==> config.mk <==
export PLATFORM = sky130hd
export DESIGN_NAME = vtb_frame_dma_reader_flat
export DESIGN_NICKNAME = d
export VERILOG_FILES = /design/src/rtl/vtb_dma_pkg.sv /design/src/rtl/vtb_frame_dma_reader_if.sv /design/src/rtl/vtb_dma_fifo.sv /design/src/rtl/vtb_frame_dma_reader.sv /design/src/flat_wrapper.sv
export SDC_FILE = /design/constraint.sdc
export NUM_CORES = 1
export LEC_CHECK = 0
export ABC_AREA = 1
export CAP_MARGIN = 20
export CORE_UTILIZATION = 60
export DETAILED_ROUTE_END_ITERATION = 10
export GPL_TIMING_DRIVEN = 0
export PLACE_DENSITY_LB_ADDON = 0.12
export SETUP_SLACK_MARGIN = 0.3
export SKIP_LAST_GASP = 1
export SYNTH_ARGS = -nofsm -noshare
export SYNTH_HDL_FRONTEND = slang
export SYNTH_SLANG_ARGS = --single-unit
==> constraint.sdc <==
create_clock -name iSysClk -period 12.25 [get_ports iSysClk]
set_clock_uncertainty 0.2 [all_clocks]
set_input_delay 2.45 -clock iSysClk [delete_from_list [all_inputs] [get_ports iSysClk]]
set_output_delay 2.45 -clock iSysClk [all_outputs]
set_load 0.01 [all_outputs]
==> src/rtl/vtb_dma_pkg.sv <==
// Shared types and constants for the video TX frame DMA reader.
package vtb_dma_pkg;

    typedef enum logic [2:0] {IDLE, LOAD, REQ, DRAIN, DONE} dmaState_t;

    localparam logic lpUfiCmdRead = 1'b1;

    // Counters that can reach the FIFO depth itself need one extra bit.
    function automatic int creditWidth(input int depth);
        return $clog2(depth) + 1;
    endfunction

endpackage

==> src/rtl/vtb_frame_dma_reader_if.sv <==
// UFI read-master bus plus the pixel stream toward the dual-clock FIFO.
interface vtb_frame_dma_reader_if #(
    parameter int pBusAdrsBit  = 32,
    parameter int pUfiBusWidth = 12
);
    logic [pBusAdrsBit-1:0]  oMUfiAdrs;
    logic                    oMUfiREd;
    logic                    oMUfiVd;
    logic                    oMUfiCmd;
    logic                    iMUfiRdy;
    logic [pUfiBusWidth-1:0] iMUfiRd;
    logic                    iMUfiREd;
    logic [pUfiBusWidth-1:0] oPixWd;
    logic                    oPixVd;
    logic                    iPixRdy;

    modport master (
        output oMUfiAdrs, oMUfiREd, oMUfiVd, oMUfiCmd, oPixWd, oPixVd,
        input  iMUfiRdy, iMUfiRd, iMUfiREd, iPixRdy
    );

    modport slave (
        input  oMUfiAdrs, oMUfiREd, oMUfiVd, oMUfiCmd, oPixWd, oPixVd,
        output iMUfiRdy, iMUfiRd, iMUfiREd, iPixRdy
    );
endinterface

==> src/rtl/vtb_dma_fifo.sv <==
// First-word-fall-through return-data FIFO with an occupancy count for credit tracking.
module vtb_dma_fifo
    import vtb_dma_pkg::*;
#(
    parameter int pWidth = 12,
    parameter int pDepth = 64
) (
    input  logic                             iSysClk,
    input  logic                             iSysRst,
    input  logic                             iWrEn,
    input  logic [pWidth-1:0]                iWrData,
    input  logic                             iRdEn,
    output logic [pWidth-1:0]                oRdData,
    output logic                             oEmpty,
    output logic                             oFull,
    output logic [creditWidth(pDepth)-1:0]   oCount
);
    localparam int lpPtrW = $clog2(pDepth);
    localparam int lpCntW = creditWidth(pDepth);

    logic [pWidth-1:0] mem [pDepth];
    logic [lpPtrW-1:0] wrPtr;
    logic [lpPtrW-1:0] rdPtr;
    logic [lpCntW-1:0] count;
    logic              doWrite;
    logic              doRead;

    assign doWrite = iWrEn && !oFull;
    assign doRead  = iRdEn && !oEmpty;
    assign oEmpty  = (count == '0);
    assign oFull   = (count == lpCntW'(pDepth));
    assign oCount  = count;
    // Head word is presented combinationally; forced to zero while empty.
    assign oRdData = oEmpty ? '0 : mem[rdPtr];

    always_ff @(posedge iSysClk) begin
        if (doWrite) begin
            mem[wrPtr] <= iWrData;
        end
    end

    always_ff @(posedge iSysClk or posedge iSysRst) begin
        if (iSysRst) begin
            wrPtr <= '0;
            rdPtr <= '0;
            count <= '0;
        end else begin
            if (doWrite) begin
                wrPtr <= wrPtr + 1'b1;
            end
            if (doRead) begin
                rdPtr <= rdPtr + 1'b1;
            end
            case ({doWrite, doRead})
                2'b10:   count <= count + 1'b1;
                2'b01:   count <= count - 1'b1;
                default: count <= count;
            endcase
        end
    end
endmodule

==> src/rtl/vtb_frame_dma_reader.sv <==
// Double-buffered frame reader: walks buf1/buf2 over UFI and streams words out in order.
module vtb_frame_dma_reader
    import vtb_dma_pkg::*;
#(
    parameter int pBusAdrsBit   = 32,
    parameter int pUfiBusWidth  = 12,
    parameter int pMemAdrsWidth = 19,
    parameter int pFifoDepth    = 64
) (
    input  logic                     iSysClk,
    input  logic                     iSysRst,
    input  logic                     iDmaEn,
    input  logic [pMemAdrsWidth-1:0] iFbufAdrs1,
    input  logic [pMemAdrsWidth-1:0] iFbufLen1,
    input  logic [pMemAdrsWidth-1:0] iFbufAdrs2,
    input  logic [pMemAdrsWidth-1:0] iFbufLen2,
    vtb_frame_dma_reader_if.master   ufi,
    output logic                     oFrameSel,
    output logic                     oFrameDone,
    output logic                     oOverflow
);
    localparam int lpCW = creditWidth(pFifoDepth);

    dmaState_t                state;
    logic [pMemAdrsWidth-1:0] rBase;
    logic [pMemAdrsWidth-1:0] rRemain;
    logic [pMemAdrsWidth-1:0] rOffset;
    logic [pMemAdrsWidth-1:0] rLen;
    logic [pMemAdrsWidth-1:0] rDelivered;
    logic [pMemAdrsWidth-1:0] curAdrs;
    logic [lpCW-1:0]          outstanding;
    logic [lpCW-1:0]          fifoCount;
    logic [lpCW-1:0]          credit;
    logic                     fifoEmpty;
    logic                     fifoFull;
    logic                     reqAccept;
    logic                     rdAccept;
    logic                     pixPop;

    // Every issued read reserves a FIFO slot, so returned data always has room.
    assign credit        = lpCW'(pFifoDepth) - fifoCount - outstanding;
    assign ufi.oMUfiREd  = (state == REQ) && (rRemain != '0) && (credit != '0) && iDmaEn;
    assign ufi.oMUfiVd   = (state == REQ) || (state == DRAIN);
    assign ufi.oMUfiCmd  = lpUfiCmdRead;
    assign curAdrs       = rBase + rOffset;
    assign ufi.oMUfiAdrs = pBusAdrsBit'(curAdrs);
    assign reqAccept     = ufi.oMUfiREd && ufi.iMUfiRdy;
    // Returns with nothing outstanding (e.g. left over from before a reset) are discarded.
    assign rdAccept      = ufi.iMUfiREd && (outstanding != '0);
    assign ufi.oPixVd    = !fifoEmpty;
    assign pixPop        = ufi.oPixVd && ufi.iPixRdy;

    vtb_dma_fifo #(
        .pWidth (pUfiBusWidth),
        .pDepth (pFifoDepth)
    ) uFifo (
        .iSysClk (iSysClk),
        .iSysRst (iSysRst),
        .iWrEn   (rdAccept),
        .iWrData (ufi.iMUfiRd),
        .iRdEn   (pixPop),
        .oRdData (ufi.oPixWd),
        .oEmpty  (fifoEmpty),
        .oFull   (fifoFull),
        .oCount  (fifoCount)
    );

    always_ff @(posedge iSysClk or posedge iSysRst) begin
        if (iSysRst) begin
            outstanding <= '0;
            oOverflow   <= 1'b0;
        end else begin
            case ({reqAccept, rdAccept})
                2'b10:   outstanding <= outstanding + 1'b1;
                2'b01:   outstanding <= outstanding - 1'b1;
                default: outstanding <= outstanding;
            endcase
            if (ufi.iMUfiREd && fifoFull) begin
                oOverflow <= 1'b1;
            end
        end
    end

    // IDLE also waits for the FIFO to empty so words from an aborted buffer
    // are never counted against the next one.
    always_ff @(posedge iSysClk or posedge iSysRst) begin
        if (iSysRst) begin
            state      <= IDLE;
            rBase      <= '0;
            rRemain    <= '0;
            rOffset    <= '0;
            rLen       <= '0;
            rDelivered <= '0;
            oFrameSel  <= 1'b0;
            oFrameDone <= 1'b0;
        end else begin
            oFrameDone <= 1'b0;
            if (pixPop) begin
                rDelivered <= rDelivered + 1'b1;
            end
            if (reqAccept) begin
                rOffset <= rOffset + 1'b1;
                rRemain <= rRemain - 1'b1;
            end
            case (state)
                IDLE: begin
                    if (iDmaEn && fifoEmpty) begin
                        state <= LOAD;
                    end
                end
                LOAD: begin
                    rBase      <= oFrameSel ? iFbufAdrs2 : iFbufAdrs1;
                    rRemain    <= oFrameSel ? iFbufLen2 : iFbufLen1;
                    rLen       <= oFrameSel ? iFbufLen2 : iFbufLen1;
                    rOffset    <= '0;
                    rDelivered <= '0;
                    state      <= ((oFrameSel ? iFbufLen2 : iFbufLen1) == '0) ? DONE : REQ;
                end
                REQ: begin
                    if (!iDmaEn || (reqAccept && (rRemain == pMemAdrsWidth'(1)))) begin
                        state <= DRAIN;
                    end
                end
                DRAIN: begin
                    if (outstanding == '0) begin
                        if (rRemain == '0) begin
                            state <= DONE;
                        end else begin
                            state     <= IDLE;
                            oFrameSel <= 1'b0;
                        end
                    end
                end
                DONE: begin
                    if (rDelivered == rLen) begin
                        oFrameDone <= 1'b1;
                        oFrameSel  <= ~oFrameSel;
                        state      <= iDmaEn ? LOAD : IDLE;
                    end
                end
                default: state <= IDLE;
            endcase
        end
    end
endmodule

==> src/flat_wrapper.sv <==
// flat-port wrapper written by rule: the top's interface ports become plain ports
module vtb_frame_dma_reader_flat import vtb_dma_pkg::*;
#(
    parameter int pBusAdrsBit   = 32,
    parameter int pUfiBusWidth  = 12,
    parameter int pMemAdrsWidth = 19,
    parameter int pFifoDepth    = 64
)
  (iSysClk, iSysRst, iDmaEn, iFbufAdrs1, iFbufLen1, iFbufAdrs2, iFbufLen2, oFrameSel, oFrameDone, oOverflow, ufi_oMUfiAdrs, ufi_oMUfiREd, ufi_oMUfiVd, ufi_oMUfiCmd, ufi_oPixWd, ufi_oPixVd, ufi_iMUfiRdy, ufi_iMUfiRd, ufi_iMUfiREd, ufi_iPixRdy);
  vtb_frame_dma_reader_if #(.pBusAdrsBit(pBusAdrsBit), .pUfiBusWidth(pUfiBusWidth)) ufi_i ();
  input  logic iSysClk;
  input  logic iSysRst;
  input  logic iDmaEn;
  input  logic [pMemAdrsWidth-1:0] iFbufAdrs1;
  input  logic [pMemAdrsWidth-1:0] iFbufLen1;
  input  logic [pMemAdrsWidth-1:0] iFbufAdrs2;
  input  logic [pMemAdrsWidth-1:0] iFbufLen2;
  output logic oFrameSel;
  output logic oFrameDone;
  output logic oOverflow;
  output wire logic [$bits(ufi_i.oMUfiAdrs)-1:0] ufi_oMUfiAdrs;
  output wire logic [$bits(ufi_i.oMUfiREd)-1:0] ufi_oMUfiREd;
  output wire logic [$bits(ufi_i.oMUfiVd)-1:0] ufi_oMUfiVd;
  output wire logic [$bits(ufi_i.oMUfiCmd)-1:0] ufi_oMUfiCmd;
  output wire logic [$bits(ufi_i.oPixWd)-1:0] ufi_oPixWd;
  output wire logic [$bits(ufi_i.oPixVd)-1:0] ufi_oPixVd;
  input wire logic [$bits(ufi_i.iMUfiRdy)-1:0] ufi_iMUfiRdy;
  input wire logic [$bits(ufi_i.iMUfiRd)-1:0] ufi_iMUfiRd;
  input wire logic [$bits(ufi_i.iMUfiREd)-1:0] ufi_iMUfiREd;
  input wire logic [$bits(ufi_i.iPixRdy)-1:0] ufi_iPixRdy;
  assign ufi_oMUfiAdrs = ufi_i.oMUfiAdrs;
  assign ufi_oMUfiREd = ufi_i.oMUfiREd;
  assign ufi_oMUfiVd = ufi_i.oMUfiVd;
  assign ufi_oMUfiCmd = ufi_i.oMUfiCmd;
  assign ufi_oPixWd = ufi_i.oPixWd;
  assign ufi_oPixVd = ufi_i.oPixVd;
  assign ufi_i.iMUfiRdy = ufi_iMUfiRdy;
  assign ufi_i.iMUfiRd = ufi_iMUfiRd;
  assign ufi_i.iMUfiREd = ufi_iMUfiREd;
  assign ufi_i.iPixRdy = ufi_iPixRdy;
  vtb_frame_dma_reader #(.pBusAdrsBit(pBusAdrsBit), .pUfiBusWidth(pUfiBusWidth), .pMemAdrsWidth(pMemAdrsWidth), .pFifoDepth(pFifoDepth)) u_core (.iSysClk(iSysClk), .iSysRst(iSysRst), .iDmaEn(iDmaEn), .iFbufAdrs1(iFbufAdrs1), .iFbufLen1(iFbufLen1), .iFbufAdrs2(iFbufAdrs2), .iFbufLen2(iFbufLen2), .ufi(ufi_i), .oFrameSel(oFrameSel), .oFrameDone(oFrameDone), .oOverflow(oOverflow));
endmodule
==> flow_summary.yaml, run 1 <==
layout:
  insertedDiodeCount: 0
  synthToLayoutAreaGrowth_pct: 15.31
  finalNetCount: 4196
  fill_cells: 4797
  final_util_pct: 69.86
  post_route_cells_drive_above_1_share_pct: 8.677
  final_cell_area_um2: 45930
synthesis:
  ys_ff_latch: 895
  syn_area_um2: 39830
  synth_most_common_cell: "edfxtp_1"
  synth_edf_count: 768
  synth_top_area_share_pct: 57.90
  ys_seq_area_share_pct: 65.88
  ys.flop_type: "edfxtp_1"
  syn_inst: 3753
  ys_top_cells_by_count: "768 x edfxtp_1, 718 x nor2_1, 606 x nand2_1"
  postSynthAreaPerCell_um2: 10.61
  synthTopCellsByArea: "edfxtp_1 58%, dfrtp_1 8.0%, nor2_1 6.8%"
  yosys.area.top_type: "edfxtp_1"
  synth_cell_types: 43
  yosys_warnings: 0
  postSynth.asyncResetShare_pct: 14.19
routing:
  num_vias: 30040
  totalWireLength_um: 121100
  routedWlPerCell_um: 24.26
  antenna_left: 0
  vias_per_cell: 6.020
  drc: 0
  drt_iter0_drc: 3910
  dr.pass1.iters: 6
clock_tree:
  cts_buffers: 92
  clock_latency_ns: 0.67
  cts-root-buf: "clkbuf_16"
  cts_sinks: 895
  cts_htree_levels: 3
  clk_pin_slew_ns: 0.06
  cts_tree: "done"
  clockBufferDepth: 3
  postCtsSetupBuffers: 0
  cts_hold_buf: 0
  cts.repair.resized: 0
timing:
  slew_violations: 0
  hold_viol: 0
  max_freq_mhz: 141.3
  setup_viol: 0
  worstMarginPinSlew_ns: 1.117
  rsz0062_at_grt: "false"
  period_share_pct: 57.78
  max_slew_margin_pct: 25.45
  fin_crit_ns: 7.078
  tns_ns: 0
placement:
  place_area_um2: 42910
  io_buffer_count: 130
  routabilityCongestion: 0.9899
  hpwl_um: 83960
critical_path:
  reg2reg_slack_ns: 8.11
  endpoint: "ufi_oPixWd[6]"
  r2r_end: "u_core.outstanding[6]"
  cp.arrival_ns: 4.43
  crit_required_ns: 9.60
  rr_worst_depth: 23
  cp-start-kind: "flop"
  r2r_start: "u_core.outstanding[1]"
  critPathLaunch: "u_core.uFifo.rdPtr[0]"
  crit_path_end_kind: "output pin"
  cp_max_fo: 10
  setup.worst_path.class: "flop to output pin"
run_status:
  status: "complete, no violations"
die:
  die_width_um: 259.7
  ioPinCount: 145
  fp.dieArea_um2: 67420
  start_util_pct: 60.59
  num_rows: 94
  die_h_um: 259.7
  core_um2: 65750
global_routing:
  grt_pass1_vias: 27670
  gr-total-overflow: 0
  antenna_found_initial: 0
  grt_util_all_layers_pct: 36.04
  grt_pass1_wl_um: 175700
  grt_start_max_net_pins: 75
pwr:
  finalPower_mw: 11.08
  powerDensity_nw_per_um2: 241.2
  power.leakage_nw: 17.06
  irDropWorstVdd_uv: 196.6
job:
  cap_violations: 0
min_path:
  worst_hold_path_type: "flop to flop"
==> worst min-delay path by stage <==
stage	from	to	cells after the start
global route	u_core.oOverflow	u_core.oOverflow	1
finish	u_core.oOverflow	u_core.oOverflow	1
global placement	u_core.oOverflow	u_core.oOverflow	1
CTS	u_core.oOverflow	u_core.oOverflow	1
floorplan	u_core.rBase[0]	u_core.rBase[0]	2
detailed placement	u_core.oOverflow	u_core.oOverflow	1
==> worst max-delay path, stage by stage (launching register included) <==
cell             delay (ns)
dfrtp_1                0.50
inv_2                  0.12
buf_4                  0.27
buf_6                  0.23
clkbuf_1               0.42
o21ai_0                0.13
o21ai_0                0.59
nand2_1                0.12
nand2_1                0.11
nor2_1                 0.08
nand2_1                0.07
nand3_1                0.09
a21oi_1                0.39
clkdlybuf4s50_1        0.63
==> area by class of cell <==
| cell class | count | area, µm² | share of cell area (%) |
|---|---|---|---|
| inverter | 173 | 654.4 | 1.425 |
| clock inverter | 42 | 389.1 | 0.8472 |
| buffer | 204 | 1084 | 2.359 |
| tap | 864 | 1081 | 2.354 |
| clock buffer | 128 | 2549 | 5.549 |
| timing repair buffer | 191 | 1971 | 4.291 |
| sequential | 895 | 26240 | 57.13 |
| multi-input combinational | 2493 | 11960 | 26.05 |
==> through the flow <==
| stage | setup slack (ns) | cells | hold slack, ns |
|---|---|---|---|
| after floorplan | 6.216 | 3765 | 0.2557 |
| after global placement | 4.034 | 4759 | 0.2601 |
| after detailed placement | 5.554 | 4810 | 0.2634 |
| after CTS | 5.255 | 4980 | 0.2771 |
| after global routing | 5.094 | 4990 | 0.2814 |
| final | 5.172 | 4990 | 0.2708 |
==> routing by layer <==
metal	part of all wire [%]	up-vias	GRT usage, %
met5	0	-	0
met4	5.3	0	17.39
met3	12	320	7.700
met2	45	1940	55.68
met1	38	14150	48.94
li1	-	13630	-
==> power by group <==
group	leakage [nW]	internal, mW	switching (mW)
Sequential	8.53	3.56	0.155
Clock	1.43	1.55	1.18
Combinational	7.10	1.40	3.24
Total	17.1	6.51	4.57
==> logic make-up after synthesis <==
| group | share of synthesized area [%] |
|---|---|
| other | 0.01885 |
| adder cells (fa/ha/maj) | 1.709 |
| AND/OR/NAND/NOR | 16.86 |
| XOR/XNOR | 1.297 |
| AO/OA/AOI/OAI | 9.892 |
| buffers and inverters | 4.351 |
| flip-flops | 65.88 |
==> layout by cell type, fill, tap and decap left out, types with 5 or more instances in the layout <==
cell type	count
clkdlybuf4s50_1	118
o21ai_1	43
o21a_1	5
dfrtp_1	127
buf_2	49
clkbuf_16	93
clkbuf_1	125
ha_1	48
or2_2	32
nor2_2	19
clkinv_1	16
a31oi_1	12
o21bai_1	5
nor2_1	701
nand4_1	20
xor2_1	47
nor3_1	25
xnor2_1	12
inv_1	164
a21oi_1	101
clkbuf_8	9
o31ai_1	19
edfxtp_1	768
buf_1	15
buf_12	10
inv_2	6
o22ai_1	13
nand2_1	606
buf_8	7
conb_1	14
o21ai_0	420
buf_6	39
clkinv_2	14
buf_4	57
o211ai_1	96
nand3_1	228
==> registers in the layout, indices dropped and copies added, names as in the netlist <==
register / flops
u_core.rOffset: 19
u_core.uFifo.wrPtr: 6
u_core.uFifo.mem: 768
u_core.outstanding: 7
u_core.rLen: 19
u_core.rRemain: 19
u_core.rDelivered: 19
u_core.uFifo.rdPtr: 6
u_core.oOverflow: 1
u_core.uFifo.oCount: 7
u_core.oFrameSel: 1
u_core.oFrameDone: 1
u_core.rBase: 19
u_core.state: 3
(Power assumes the default switching activity.)
==> run 2, diff against run 1 <==
CORE_UTILIZATION = 55   (was 60)
clock period = 6.2 ns   (was 12.25 ns; I/O delays follow)
==> run 2 against run 1 <==
  * Critical path depth down 3
  * Register-to-register slack got worse by 6.1 ns
  * Clock-buffer cell count down 10
  * Die area grew 9.0%
  * Utilization down 5.6 points
  * Design area increased by 0.21%
  * Clock power increased by 100%
  * Routed wire length grew 5.4%
  * Combinational power is 100% higher
  * Largest power group unchanged
==> flow_summary.yaml, run 2 (synthesis gave the netlist of run 1 again) <==
pwr:
  power.leakage_nw: 17.05
  powerDensity_nw_per_um2: 481.7
  p_seq_share_pct: 33.1
  p_sw_mw: 9.263
  swShare_pct: 41.78
  finalPower_mw: 22.17
  irDropWorstVdd_uv: 378.2
  combPwrFrac_pct: 42.0
  p_clk_share_pct: 24.9
  p_int_mw: 12.91
global_routing:
  grt_start_max_net_pins: 74
  antenna_found_initial: 5
  grt_pass1_wl_um: 183900
  gr-total-overflow: 0
  grt_util_all_layers_pct: 34.71
  grt_pass1_vias: 28260
clock_tree:
  cts_hold_buf: 0
  cts-root-buf: "clkbuf_16"
  cts.repair.resized: 0
  cts_sinks: 895
  clk_pin_slew_ns: 0.06
  cts_htree_levels: 3
  postCtsSetupBuffers: 0
  cts_buffers: 93
  clock_latency_ns: 0.68
  cts_tree: "done"
  clockBufferDepth: 3
min_path:
  worst_hold_path_type: "flop to flop"
  hp-start: "u_core.oOverflow"
layout:
  largest_register_ff_count: 768
  layout_commonest_cell: "edfxtp_1"
  instances_no_fill: 5078
  top_register: "u_core.uFifo.mem"
  finalNetCount: 4194
  final_cell_mix: "768 x edfxtp_1, 698 x nor2_1, 606 x nand2_1"
  fill_cells: 5754
  final_util_pct: 64.28
  synthToLayoutAreaGrowth_pct: 15.56
  regArea_um2: 26240
  post_route_cells_drive_above_1_share_pct: 8.650
  multiInputGateArea_um2: 11970
timing:
  max_slew_margin_pct: 26.04
  setup_viol: 0
  worst_slack_ns: 0.3469
  hold_viol: 0
  worstMarginPinSlew_ns: 1.103
  rsz0062_at_grt: "false"
  period_share_pct: 94.41
  max_freq_mhz: 170.8
  whs_ns: 0.2802
  fin_crit_ns: 5.853
  slew_violations: 0
routing:
  dr.pass1.iters: 5
  vias_per_cell: 5.850
  antenna_left: 0
  drt_iter0_drc: 3383
  totalWireLength_um: 127600
  num_vias: 29700
  routedWlPerCell_um: 25.14
  drc: 0
die:
  die_h_um: 271.1
  core_um2: 71610
  fp.dieArea_um2: 73500
  num_rows: 98
  start_util_pct: 55.62
  die_width_um: 271.1
  ioPinCount: 145
placement:
  dp_cells: 4899
  routabilityCongestion: 1.002
  io_buffer_count: 130
  hpwl_um: 89260
  dp_worst_setup_slack_ns: 1.125
job:
  cap_violations: 0
critical_path:
  crit_required_ns: 4.76
  cp.arrival_ns: 4.41
  cp-start-kind: "flop"
  cp_max_fo: 10
  setup.worst_path.class: "flop to output pin"
  r2r_start: "u_core.uFifo.oCount[1]"
  critPathLaunch: "u_core.uFifo.rdPtr[1]"
  crit_path_end_kind: "output pin"
run_status:
  status: "complete, no violations"
## run 2: cell types whose count changed in the layout (fill, tap and decap cells not counted), sizes merged
cell	delta
clkinvlp	+2
diode	+1
bufinv	+3
buf	-3
inv	+1
clkinv	+8
clkbuf	-10
## run 2: power by group through the flow
| stage | Sequential, mW | Combinational, mW | Clock, mW |
|---|---|---|---|
| after floorplan | 7.36 | 5.29 | 0 |
| after global placement | 7.46 | 8.94 | 0 |
| after detailed placement | 7.44 | 9.08 | 0 |
| after CTS | 7.33 | 9.14 | 5.53 |
| after global routing | 7.38 | 9.95 | 5.76 |
| final | 7.33 | 9.32 | 5.51 |
## run 2: per-stage QoR
stage | TNS, ns | instance area [µm²]
5_1_grt | 0 | 46030
6_report | 0 | 46030
3_5_place_dp | 0 | 43000
3_3_place_gp | -118.67 | 42370
2_1_floorplan | 0 | 39880
4_1_cts | 0 | 46000
## run 2: layer usage
layer | GRT usage (%) | vias to the layer above | share of wire (%)
met3 | 6.062 | 309 | 8.8
met5 | 0 | - | 0.0071
met2 | 58.64 | 1529 | 49
li1 | - | 13610 | -
met1 | 42.73 | 14250 | 36
met4 | 18.41 | 2 | 5.7
## run 2: final cells by class
class	instances	area share, %
diodes	1	0.005437
plain buffers	204	2.354
clock buffers	118	5.328
clock inverters	56	1.182
inverters	173	1.422
multi-input cells	2493	26.01
flip-flops and latches	895	57.01
well taps	950	2.582
repair buffers	188	4.110
## run 2: path summary, 6_finish.rpt
path	to	slack (ns)	cells past startpoint
worst max-delay path	ufi_oPixWd[2]	0.35	10
worst min-delay path	u_core.oOverflow	0.28	1
worst max register to register	u_core.outstanding[6]	2.01	23
worst min register to register	u_core.oOverflow	0.28	1
max in group asynchronous	u_core.rBase[5]	4.17	3
min in group asynchronous	u_core.rRemain[6]	0.82	2
## run 2: critical path, stage by stage (launching register included)
cell,delay (ns)
dfrtp_1,0.41
buf_4,0.24
buf_2,0.47
clkbuf_1,0.39
o21ai_0,0.15
o211ai_1,0.55
nand3_1,0.26
nand2_1,0.14
nand3_1,0.09
a21oi_1,0.39
clkdlybuf4s50_1,0.63
